## config.mk

```make
export PLATFORM = sky130hd
export DESIGN_NAME = mdu_issue_ctrl
export DESIGN_NICKNAME = d
export VERILOG_FILES = /design/src/rtl/mdu_issue_ctrl.sv
export SDC_FILE = /design/constraint.sdc
export NUM_CORES = 1
export LEC_CHECK = 0
export BUFFER_PORTS_ARGS = -buffer_cell sky130_fd_sc_hd__buf_4
export CAP_MARGIN = 20
export CORE_MARGIN = 2
export CORE_UTILIZATION = 34
export DETAILED_ROUTE_END_ITERATION = 12
export PLACE_DENSITY = 0.88
export RECOVER_POWER = 25
export SETUP_SLACK_MARGIN = 0.15
export SYNTH_ARGS = -nofsm -noshare
export SYNTH_HDL_FRONTEND = slang
export SYNTH_SLANG_ARGS = --single-unit
```

## constraint.sdc

```tcl
create_clock -name clk -period 3.7 [get_ports clk]
set_input_delay 0 -clock clk [delete_from_list [all_inputs] [get_ports clk]]
set_output_delay 0 -clock clk [all_outputs]
set_load 0.05 [all_outputs]
```

## src/rtl/mdu_issue_ctrl.sv

```systemverilog
// mdu_issue_ctrl: E-stage issue controller for the multiply/divide unit.
//
// Decodes the E-stage MD operation, drives start/ctrl/operands to the MDU and
// tracks the MDU's fixed latency with a shadow FSM. Any MD instruction that
// would collide with an in-flight operation stalls E, and a flush from M
// suppresses issue.
//
// Ports:
//   clk, reset         clock; synchronous active-high reset
//   e_valid_i          E stage holds a valid instruction
//   e_md_op_i          MD opcode (0 none, 1 mult, 2 multu, 3 div, 4 divu,
//                      5 mfhi, 6 mflo, 7 mthi, 8 mtlo)
//   e_src_a_i/_b_i     forwarded rs/rt values
//   flush_req_i        M-stage exception/interrupt cancels the E instruction
//   mdu_busy_i         busy reported by the MDU
//   mdu_start_o        one-cycle start pulse to the MDU
//   mdu_ctrl_o         opcode to the MDU (0 unless issued)
//   mdu_src_a_o/_b_o   operands to the MDU (unregistered pass-through)
//   stall_e_o          freeze F/D/E, bubble into M
//   hilo_sel_o         E result mux: 1 = HI, 0 = LO
//   track_busy_o       shadow FSM busy
//   perf_bus_o         (MDU_PERF_EN only) {flush-suppressed starts, stall cycles,
//                      issued arith ops}, each 32-bit saturating
//
// Optional feature macro: MDU_PERF_EN.

module mdu_issue_ctrl #(
  parameter int unsigned MUL_LAT = 5,
  parameter int unsigned DIV_LAT = 50,
  parameter int unsigned CNT_W   = 6
) (
  input  logic        clk,
  input  logic        reset,
  input  logic        e_valid_i,
  input  logic [3:0]  e_md_op_i,
  input  logic [31:0] e_src_a_i,
  input  logic [31:0] e_src_b_i,
  input  logic        flush_req_i,
  input  logic        mdu_busy_i,
  output logic        mdu_start_o,
  output logic [3:0]  mdu_ctrl_o,
  output logic [31:0] mdu_src_a_o,
  output logic [31:0] mdu_src_b_o,
  output logic        stall_e_o,
  output logic        hilo_sel_o,
  output logic        track_busy_o
`ifdef MDU_PERF_EN
  ,
  output logic [95:0] perf_bus_o
`endif
);

  typedef enum logic [1:0] {StIdle, StWaitMul, StWaitDiv} state_e;

  state_e           state_q, state_d;
  logic [CNT_W-1:0] cnt_q, cnt_d;

  logic md, arith, is_mul, issue;

  // Decode and issue logic
  always_comb begin
    md     = e_valid_i && (e_md_op_i >= 4'd1) && (e_md_op_i <= 4'd8);
    arith  = e_valid_i && (e_md_op_i >= 4'd1) && (e_md_op_i <= 4'd4);
    is_mul = (e_md_op_i == 4'd1) || (e_md_op_i == 4'd2);

    track_busy_o = (state_q != StIdle);
    // Either busy source alone must stall: the MDU may be busy from an
    // operation this block never saw, and the shadow covers the MDU's
    // start-to-busy gap.
    stall_e_o    = md && (track_busy_o || mdu_busy_i);
    issue        = md && !stall_e_o && !flush_req_i;
    mdu_start_o  = issue && arith;
    mdu_ctrl_o   = issue ? e_md_op_i : 4'd0;
    mdu_src_a_o  = e_src_a_i;
    mdu_src_b_o  = e_src_b_i;
    hilo_sel_o   = (e_md_op_i == 4'd5);
  end

  // Shadow latency FSM: busy for exactly MUL_LAT/DIV_LAT cycles after start
  always_comb begin
    state_d = state_q;
    cnt_d   = cnt_q;
    unique case (state_q)
      StIdle: begin
        if (mdu_start_o) begin
          state_d = is_mul ? StWaitMul : StWaitDiv;
          cnt_d   = CNT_W'(1);
        end
      end
      StWaitMul: begin
        if (cnt_q == CNT_W'(MUL_LAT)) begin
          state_d = StIdle;
          cnt_d   = '0;
        end else begin
          cnt_d = cnt_q + CNT_W'(1);
        end
      end
      StWaitDiv: begin
        if (cnt_q == CNT_W'(DIV_LAT)) begin
          state_d = StIdle;
          cnt_d   = '0;
        end else begin
          cnt_d = cnt_q + CNT_W'(1);
        end
      end
      default: begin
        state_d = StIdle;
        cnt_d   = '0;
      end
    endcase
  end

  always_ff @(posedge clk) begin
    if (reset) begin
      state_q <= StIdle;
      cnt_q   <= '0;
    end else begin
      state_q <= state_d;
      cnt_q   <= cnt_d;
    end
  end

`ifdef MDU_PERF_EN
  logic [31:0] perf_issue_q, perf_stall_q, perf_supp_q;
  logic        supp;

  // A start that would have fired but for the flush
  assign supp = arith && !stall_e_o && flush_req_i;

  always_ff @(posedge clk) begin
    if (reset) begin
      perf_issue_q <= '0;
      perf_stall_q <= '0;
      perf_supp_q  <= '0;
    end else begin
      if (mdu_start_o && !(&perf_issue_q)) perf_issue_q <= perf_issue_q + 32'd1;
      if (stall_e_o && !(&perf_stall_q))   perf_stall_q <= perf_stall_q + 32'd1;
      if (supp && !(&perf_supp_q))         perf_supp_q  <= perf_supp_q + 32'd1;
    end
  end

  assign perf_bus_o = {perf_supp_q, perf_stall_q, perf_issue_q};
`endif

endmodule

```

==> results.md, run 1 <==
- The nature of the critical path startpoint is a flip-flop.
- The number of register bits inferred by synthesis is 8.
- Measured on the finished design, the core utilization comes to 0.2603.
- The most used flip-flop cell after synthesis is sky130_fd_sc_hd__dfxtp_1.
- Routability-driven placement finished with a final weighted congestion of 0.7614.
- The overall die height is 59.96 um.
- The largest net degree at the start of global routing is 9.
- The final hold violation count is 0.
- In this run the top signal layer used is met4.
- Summed over all layers, the routed wires come to 1.896 mm.
- Buffers inserted to repair hold after CTS numbered 1.
- The run finished with clean final reports.
- The total of buffers placed on input and output ports is 16.
- The number of antenna diodes in the final layout is 0.
- For this run, the slowest stage of the critical path takes 400 ps.
- The worst setup path is of the flip-flop to output port kind.
- In the final layout, the share of cells above drive strength 1 is 0.2366.
- The unique cell type count in the Yosys netlist is 30.
- The TritonCTS sink count is 8.
- The post-layout net count is 171.
- By area the synthesized netlist is led by sky130_fd_sc_hd__buf_4 (45%), sky130_fd_sc_hd__dfxtp_1 (15%), sky130_fd_sc_hd__a21oi_1 (4.7%).
- The number of detailed-route iterations in the first pass is 7.
- The capturing element type of the critical path is an output port.
- Static timing analysis puts the maximum clock frequency at 585.0 MHz.
- The clock latency reported for the late side of the worst-skew pair is 260 ps.
- The number of cells upsized or downsized after cts is 0.
- In the finished design, the share of the clock period the worst path needs comes to 0.4620.
- In this run the power density over the cells is 245.4 nW/um2.
- The cell with the largest stage delay on the worst path is sky130_fd_sc_hd__a2111oi_2.
- The detailed-routing wirelength on met1 is 676 um.
- In this run the tightest slew margin relative to its limit is 0.5892.
- The final-report setup violation count is 0.
- Yosys printed 0 warnings.
- The share of the Yosys chip area taken by registers is 0.1504.
- The core region area is 3028 um2.
- The number of top-level pins is 145.
- After clock tree synthesis, the clock-pin slew on the worst setup and hold paths is 50 ps.
- After detailed routing, the number of remaining DRC violations is 0.
- Leaving out fill and tap cells, the most frequent cells in the layout are sky130_fd_sc_hd__buf_4 (16), sky130_fd_sc_hd__a21oi_1 (10), sky130_fd_sc_hd__dfxtp_1 (8).
- The max-slew violation count is 0.
- Setup repair after global routing left no endpoint under its margin.
- The number of violations of the max-capacitance limit is 0.
- The vias after detailed routing is 711.
- For the pin with the worst max-slew slack, the measured transition is 608.2 ps.
- The starting density of the core is 0.3517.
- The wire-length estimate of the detail-placed layout is 1.370 mm.
- The root buffer selected by CTS is sky130_fd_sc_hd__clkbuf_4.
- The length of routed met3 wiring is 287 um.
- The remaining antenna violation count is 0.
- The first global-routing pass estimated 2.932 mm of wire.
- The horizontal die dimension is 59.96 um.
- The die covers 3595 um2.
- The leading cell type in the layout, fill and taps excluded is sky130_fd_sc_hd__buf_4.
- The cell leakage power is 0.3282 nW.
- Walking the worst path, the cells encountered are nor2_2, inv_1, a2111oi_2, buf_4.
- The average size of a mapped cell is 7.716 um2.
- Together, buffers and inverters on the worst path number 2.
- The synthesized design contains 0 enable-type register cells.
- The number of post-CTS setup repair buffers is 0.
- Global routing finished with a remaining overflow of 0.
- The clock tree skew after final layout is 6.434 ps.
- The internal reg-to-reg setup slack is 2090 ps.
- For the finished layout, the period the worst path requires is 1710 ps.
- The largest fanout on the critical path is 7.
- The H-tree depth reported by CTS is 1.
- From synthesis to final layout, the design area changed by -25.97%.
- The average wire per standard cell is 13.84 um.
- Across every metal layer, demand over resource in global routing totals 0.1110.
- In this run the worst hold path is classified as input port to output port.
- The number of antenna violations at the first check in global routing is 0.
- The kind of cell adding the most delay to the critical path is buffers and inverters.
- The CTS tree is built.
- The number of global-route vias before repair was 652.
- IR analysis of the VDD net gives a maximum drop of 0.09317 mV.
- The synthesized area is 1065 um2.
- Counting flops with an async set or reset pin after synthesis yields a share of 0.
- The floorplan row count is 20.
- In this run, the number of DRC markers left after iteration 0 of detailed routing was 38.
- The setup slack at placement is 2173 ps.
- The required time at the endpoint of the critical path is 3700 ps.
- The synthesized instance count is 138.
- Wire segments on met2 add up to 824 um in the final route.
- The share of synthesized area in the top cell type comes to 0.4512.
- The average via count per standard cell is 5.190.
- The sum of negative setup slack is 0 ps.
- The data arrival time at the worst-slack endpoint is 1710 ps.
- The maximum root-to-sink buffer count is 2.
- In this run, CTS created clock tree buffers numbering 3.
- The post-synthesis cell type with the largest combined area is sky130_fd_sc_hd__buf_4.
- The number of nets in the synthesized netlist is 214.
- Once routing completed, OpenROAD measured the worst setup slack at 1990 ps.
## Yosys cell counts, types with 2 or more instances
cell type                  instances
sky130_fd_sc_hd__nor3_1            3
sky130_fd_sc_hd__buf_4            64
sky130_fd_sc_hd__dfxtp_1           8
sky130_fd_sc_hd__nand3_1           7
sky130_fd_sc_hd__inv_1             3
sky130_fd_sc_hd__nand2b_1          2
sky130_fd_sc_hd__nor2b_1           2
sky130_fd_sc_hd__and3_1            4
sky130_fd_sc_hd__ha_1              3
sky130_fd_sc_hd__and2_1            2
sky130_fd_sc_hd__or3b_1            2
sky130_fd_sc_hd__a21oi_1          10
sky130_fd_sc_hd__o22ai_1           4
sky130_fd_sc_hd__xnor2_1           2
sky130_fd_sc_hd__a41oi_1           2
sky130_fd_sc_hd__nor2_1            6
## final timing paths
kind,start,endpoint,cells past startpoint
worst min register to register,cnt_q[1],cnt_q[1],2
worst max register to register,cnt_q[0],cnt_q[2],5
worst max-delay path,state_q[1],mdu_start_o,4
worst min-delay path,e_src_a_i[24],mdu_src_a_o[24],0
## metrics by stage
| stage | cell area (um2) | power, mW | hold slack, ps | instances |
|---|---|---|---|---|
| after floorplan | 1065 | 0.2964 | 121.1 | 138 |
| after global placement | 755.7 | 0.1247 | 0.3409 | 133 |
| after detailed placement | 755.7 | 0.1250 | 0.3409 | 133 |
| after CTS | 788.3 | 0.1944 | 0.3409 | 137 |
| after global routing | 788.3 | 0.2059 | 0.07182 | 137 |
| final | 788.3 | 0.1935 | 0.01398 | 137 |
## sequential cells by signal (all words and copies together), names as in the netlist
signal / count
cnt_q: 6
state_q: 2
## per-layer routing
metal / vias to the layer above / GRT usage
li1: 318 / -
met1: 316 / 0.1183
met2: 51 / 0.1398
met3: 26 / 0.07792
met4: 0 / 0.1048
met5: - / 0
## cell families (layout without fill, tap and decap cells)
group | Yosys count | after routing | share of synthesized area
buffers and inverters | 68 | 23 | 0.4653
and+or+nand+nor | 33 | 33 | 0.1763
AOI/OAI and AO/OA | 24 | 24 | 0.1563
DFF | 8 | 8 | 0.1504
adders and majority gates | 3 | 3 | 0.03526
xor gates and xnor gates | 2 | 2 | 0.01645
## power breakdown
| part | switching [mW] | leakage (nW) | internal (mW) |
|---|---|---|---|
| registers | 0.000856 | 0.0645 | 0.0870 |
| logic | 0.0214 | 0.250 | 0.0154 |
| clock network | 0.0315 | 0.0138 | 0.0372 |
## area by class of cell
cell class / instances / area [um2]
Fill cell: 329 / 2240
Multi-Input combinational cell: 62 / 409.1
Clock buffer: 3 / 22.52
Tap cell: 44 / 55.05
Sequential cell: 8 / 160.2
Inverter: 3 / 11.26
Timing Repair Buffer: 17 / 130.1
Note: power is estimated with default switching activity, not from simulation.
==> inputs of run 2 (changes only) <==
--- a/config.mk
+++ b/config.mk
@@ -8,9 +8,9 @@
 export BUFFER_PORTS_ARGS = -buffer_cell sky130_fd_sc_hd__buf_4
 export CAP_MARGIN = 20
 export CORE_MARGIN = 2
-export CORE_UTILIZATION = 34
+export CORE_UTILIZATION = 31
 export DETAILED_ROUTE_END_ITERATION = 12
-export PLACE_DENSITY = 0.88
+export PLACE_DENSITY = 0.81
 export RECOVER_POWER = 25
 export SETUP_SLACK_MARGIN = 0.15
 export SYNTH_ARGS = -nofsm -noshare
==> constraint.sdc (replaced) <==
create_clock -name clk -period 1.7 [get_ports clk]
set_input_delay 0 -clock clk [delete_from_list [all_inputs] [get_ports clk]]
set_output_delay 0 -clock clk [all_outputs]
set_load 0.05 [all_outputs]
==> run 2 against run 1 <==
  * Core utilization fell by 0.79 points
  * Non-clock buffer count grew 2
  * Via count down 1.5%
  * Register-to-register slack worse by 1800 ps
  * Cell count rose by 2.9%
  * Setup slack worse by 1700 ps
  * Sequential power grew 120%
  * Critical endpoint is now cnt_q[5]
  * Highest routed layer unchanged
==> results.md, run 2 (synthesis gave the netlist of run 1 again) <==
- The end of the worst hold path is mdu_src_b_o[1] (was mdu_src_a_o[24]).
- The core region area was 3311 um2 (was 3028 um2).
- The power consumption came to 0.4150 mW (was 0.1935 mW).
- The vias after detailed routing is 700 (was 711).
- The clock latency reported for the late side of the worst-skew pair is 250 ps (was 260 ps).
- The final weighted congestion in routability-driven placement is 0.8100 (was 0.7614).
- The path class of the lowest-slack min-delay path is input port to output port (unchanged).
- The number of global-route vias before repair is 661 (was 652).
- Result of the run: finished clean (unchanged).
- The average wire per standard cell came to 12.40 um (was 13.84 um).
- The final hold violation count is 0 (unchanged).
- The total routing usage reported by global routing is 0.08785 (was 0.1110).
- Cells traversed along the worst timing path: inv_1, ha_1, a41oi_2, buf_4, o22ai_1, a21oi_1 (was nor2_2, inv_1, a2111oi_2, buf_4).
- The number of antenna violations at the first check in global routing came to 0 (unchanged).
- Most used cells in the layout excluding fill and tap cells: sky130_fd_sc_hd__buf_4 (18), sky130_fd_sc_hd__a21oi_1 (9), sky130_fd_sc_hd__dfxtp_1 (8) (was sky130_fd_sc_hd__buf_4 (16), sky130_fd_sc_hd__a21oi_1 (10), sky130_fd_sc_hd__dfxtp_1 (8)).
- The area of the die came to 3919 um2 (was 3595 um2).
- The leading cell type in the layout, fill and taps excluded is sky130_fd_sc_hd__buf_4 (unchanged).
- The wire length of the first global-routing pass is 2.870 mm (was 2.932 mm).
- The total wire length after detailed routing is 1.749 mm (was 1.896 mm).
- The type of the worst setup path is flip-flop to flip-flop (was flip-flop to output port).
- The final cell count without fillers is 141 (was 137).
- The cell count after placement was 137 (was 133).
- The beginning of the worst register-to-register path is cnt_q[0] (unchanged).
- The total power density per cell area is 496.5 nW/um2 (was 245.4 nW/um2).
- The CTS tree is built (unchanged).
- The number of design-rule violations left by the first detailed-router iteration was 12 (was 38).
- The number of detailed-route iterations in the first pass is 4 (was 7).
- The number of top-level pins was 145 (unchanged).
- The horizontal die dimension came to 62.61 um (was 59.96 um).
- The largest net degree at the start of global routing is 9 (unchanged).
- The TritonCTS sink count came to 8 (unchanged).
- The terminus of the critical flop-to-flop path is cnt_q[5] (was cnt_q[2]).
- The starting density of the core was 0.3216 (was 0.3517).
- The total global routing overflow is 0 (unchanged).
- The critical path's largest stage delay was 390 ps (was 400 ps).
- The post-layout net count came to 173 (was 171).
- The number of buffers created by CTS is 3 (unchanged).
- The clock-pin slew on the worst setup and hold paths is 50 ps (about the same).
- The clock tree skew after final layout is 2.909 ps (was 6.434 ps).
- The worst path needs 1444 ps of the cycle, external delays included.
- The average via count per standard cell is 4.965 (was 5.190).
- The max-slew violation count came to 0 (unchanged).
- The cell leakage power was 0.3409 nW (was 0.3282 nW).
- The HPWL reported at the end of detailed placement is 1.242 mm (was 1.370 mm).
- The number of violations of the max-capacitance limit is 0 (unchanged).
- The capturing element type of the critical path is a flip-flop (was output port).
- The worst-case reg-to-reg path depth is 6 (was 5).
- The fill cell instance count of the final layout is 367 (was 329).
- The H-tree depth reported by CTS was 1 (unchanged).
- The fraction of layout cells with a size suffix above 1 is 0.2842 (was 0.2366).
- The worst hold path startpoint is e_src_b_i[1] (was e_src_a_i[24]).
- The total of buffers placed on input and output ports is 16 (unchanged).
- The slew at the pin closest to its max-slew limit was 318.5 ps (was 608.2 ps).
- Based on the critical path, the design can be clocked at up to 692.3 MHz.
- The final-report setup violation count is 0 (unchanged).
- The nature of the critical path startpoint is a flip-flop (unchanged).
- The cell with the largest stage delay on the worst path is sky130_fd_sc_hd__dfxtp_1 (was sky130_fd_sc_hd__a2111oi_2).
- The number of remaining DRC errors is 0 (unchanged).
- Dividing the final minimum period by the clock period gives 0.8497.
- Unrepaired setup endpoints after global routing: false (unchanged).
- The maximum root-to-sink buffer count is 2 (unchanged).
- The growth of design area from synthesis to finish is -21.50% (was -25.97%).
- The headroom to the max-slew limit came to 0.7871 (was 0.5892).
- The internal reg-to-reg setup slack is 260 ps (was 2090 ps).
- The root buffer selected by CTS was sky130_fd_sc_hd__clkbuf_4 (unchanged).
- The required time at the endpoint of the critical path is 1880 ps (was 3700 ps).
- The overall die height is 62.61 um (was 59.96 um).
- The total inserted antenna cells came to 0 (unchanged).
- The count of buffer and inverter cells on the critical path came to 2 (unchanged).
- The largest fanout on the critical path is 4 (was 7).
- The data arrival time at the worst-slack endpoint is 1620 ps (was 1710 ps).
- The worst voltage drop across the vdd grid was 0.1458 mV (was 0.09317 mV).
- The number of flip-flops under the largest register name is 6 (unchanged).
- The floorplan row count came to 21 (was 20).
- The register bank with the most flops is cnt_q (unchanged).
- The cell depth of the worst hold path is 0 (unchanged).
- The remaining antenna violation count was 0 (unchanged).
- Top Registers: cnt_q: 6 flops, state_q: 2 flops (unchanged).
- The kind of cell adding the most delay to the critical path is compound AO/OA/AOI/OAI gates (was buffers and inverters).
## run 2: cell type report
| type | count | area (um2) | share of cell area |
|---|---|---|---|
| inverter | 3 | 11.26 | 0.01347 |
| timing repair buffer | 19 | 145.1 | 0.1737 |
| multi-input combinational | 62 | 439.2 | 0.5254 |
| tap | 46 | 57.56 | 0.06886 |
| sequential | 8 | 160.2 | 0.1916 |
| clock buffer | 3 | 22.52 | 0.02695 |
## run 2: worst max-delay path by stage
| stage | from | cells past startpoint | endpoint | slack (ps) |
|---|---|---|---|---|
| 3_3_place_gp | cnt_q[0] | 6 | cnt_q[3] | 200 |
| 5_1_grt | cnt_q[0] | 6 | cnt_q[3] | 150 |
| 6_report | cnt_q[0] | 6 | cnt_q[5] | 260 |
| 2_1_floorplan | state_q[1] | 5 | state_q[0] | -230 |
| 3_5_place_dp | cnt_q[0] | 6 | cnt_q[3] | 210 |
| 4_1_cts | state_q[1] | 4 | mdu_start_o | 250 |
## run 2: layer usage
layer	global-route usage	share of wire
met1	0.09560	0.41
met2	0.1290	0.45
met3	0.02523	0.092
met4	0.09722	0.046
met5	0	0
## run 2: worst register-to-register path, stage by stage, from the launching register on
cell and delay [ps]:
sky130_fd_sc_hd__dfxtp_1 390, sky130_fd_sc_hd__inv_1 90, sky130_fd_sc_hd__ha_1 230, sky130_fd_sc_hd__a41oi_2 270, sky130_fd_sc_hd__buf_4 180, sky130_fd_sc_hd__o22ai_1 80
sky130_fd_sc_hd__a21oi_1 130
## run 2: metrics by stage
step	hold slack [ps]	cell area (um2)	setup WS [ps]	TNS [ps]	util
after floorplan	81.69	1077	-228.8	-457.5	-
after global placement	0.3409	785.8	202.6	0	0.2373
after detailed placement	0.3409	785.8	205.0	0	0.2373
after CTS	0.3409	825.8	246.3	0	0.2494
after global routing	0.06851	835.8	150.6	0	0.2525
final	0.02195	835.8	255.5	0	0.2525
## run 2: report_power, final
part | total (mW) | internal [mW] | switching [mW]
Sequential | 0.192 | 0.190 | 0.00216
Combinational | 0.0841 | 0.0355 | 0.0486
Clock | 0.139 | 0.0804 | 0.0587
Total | 0.415 | 0.305 | 0.109
## run 2: what timing repair did
item | in CTS | in global routing
pin swaps | 0 | 0
setup buffers | 0 | 0
resized for setup | 1 | 2
hold endpoints to repair | 7 | 0
hold buffers | 1 | 0
endpoints found under the setup margin | 1 | 4
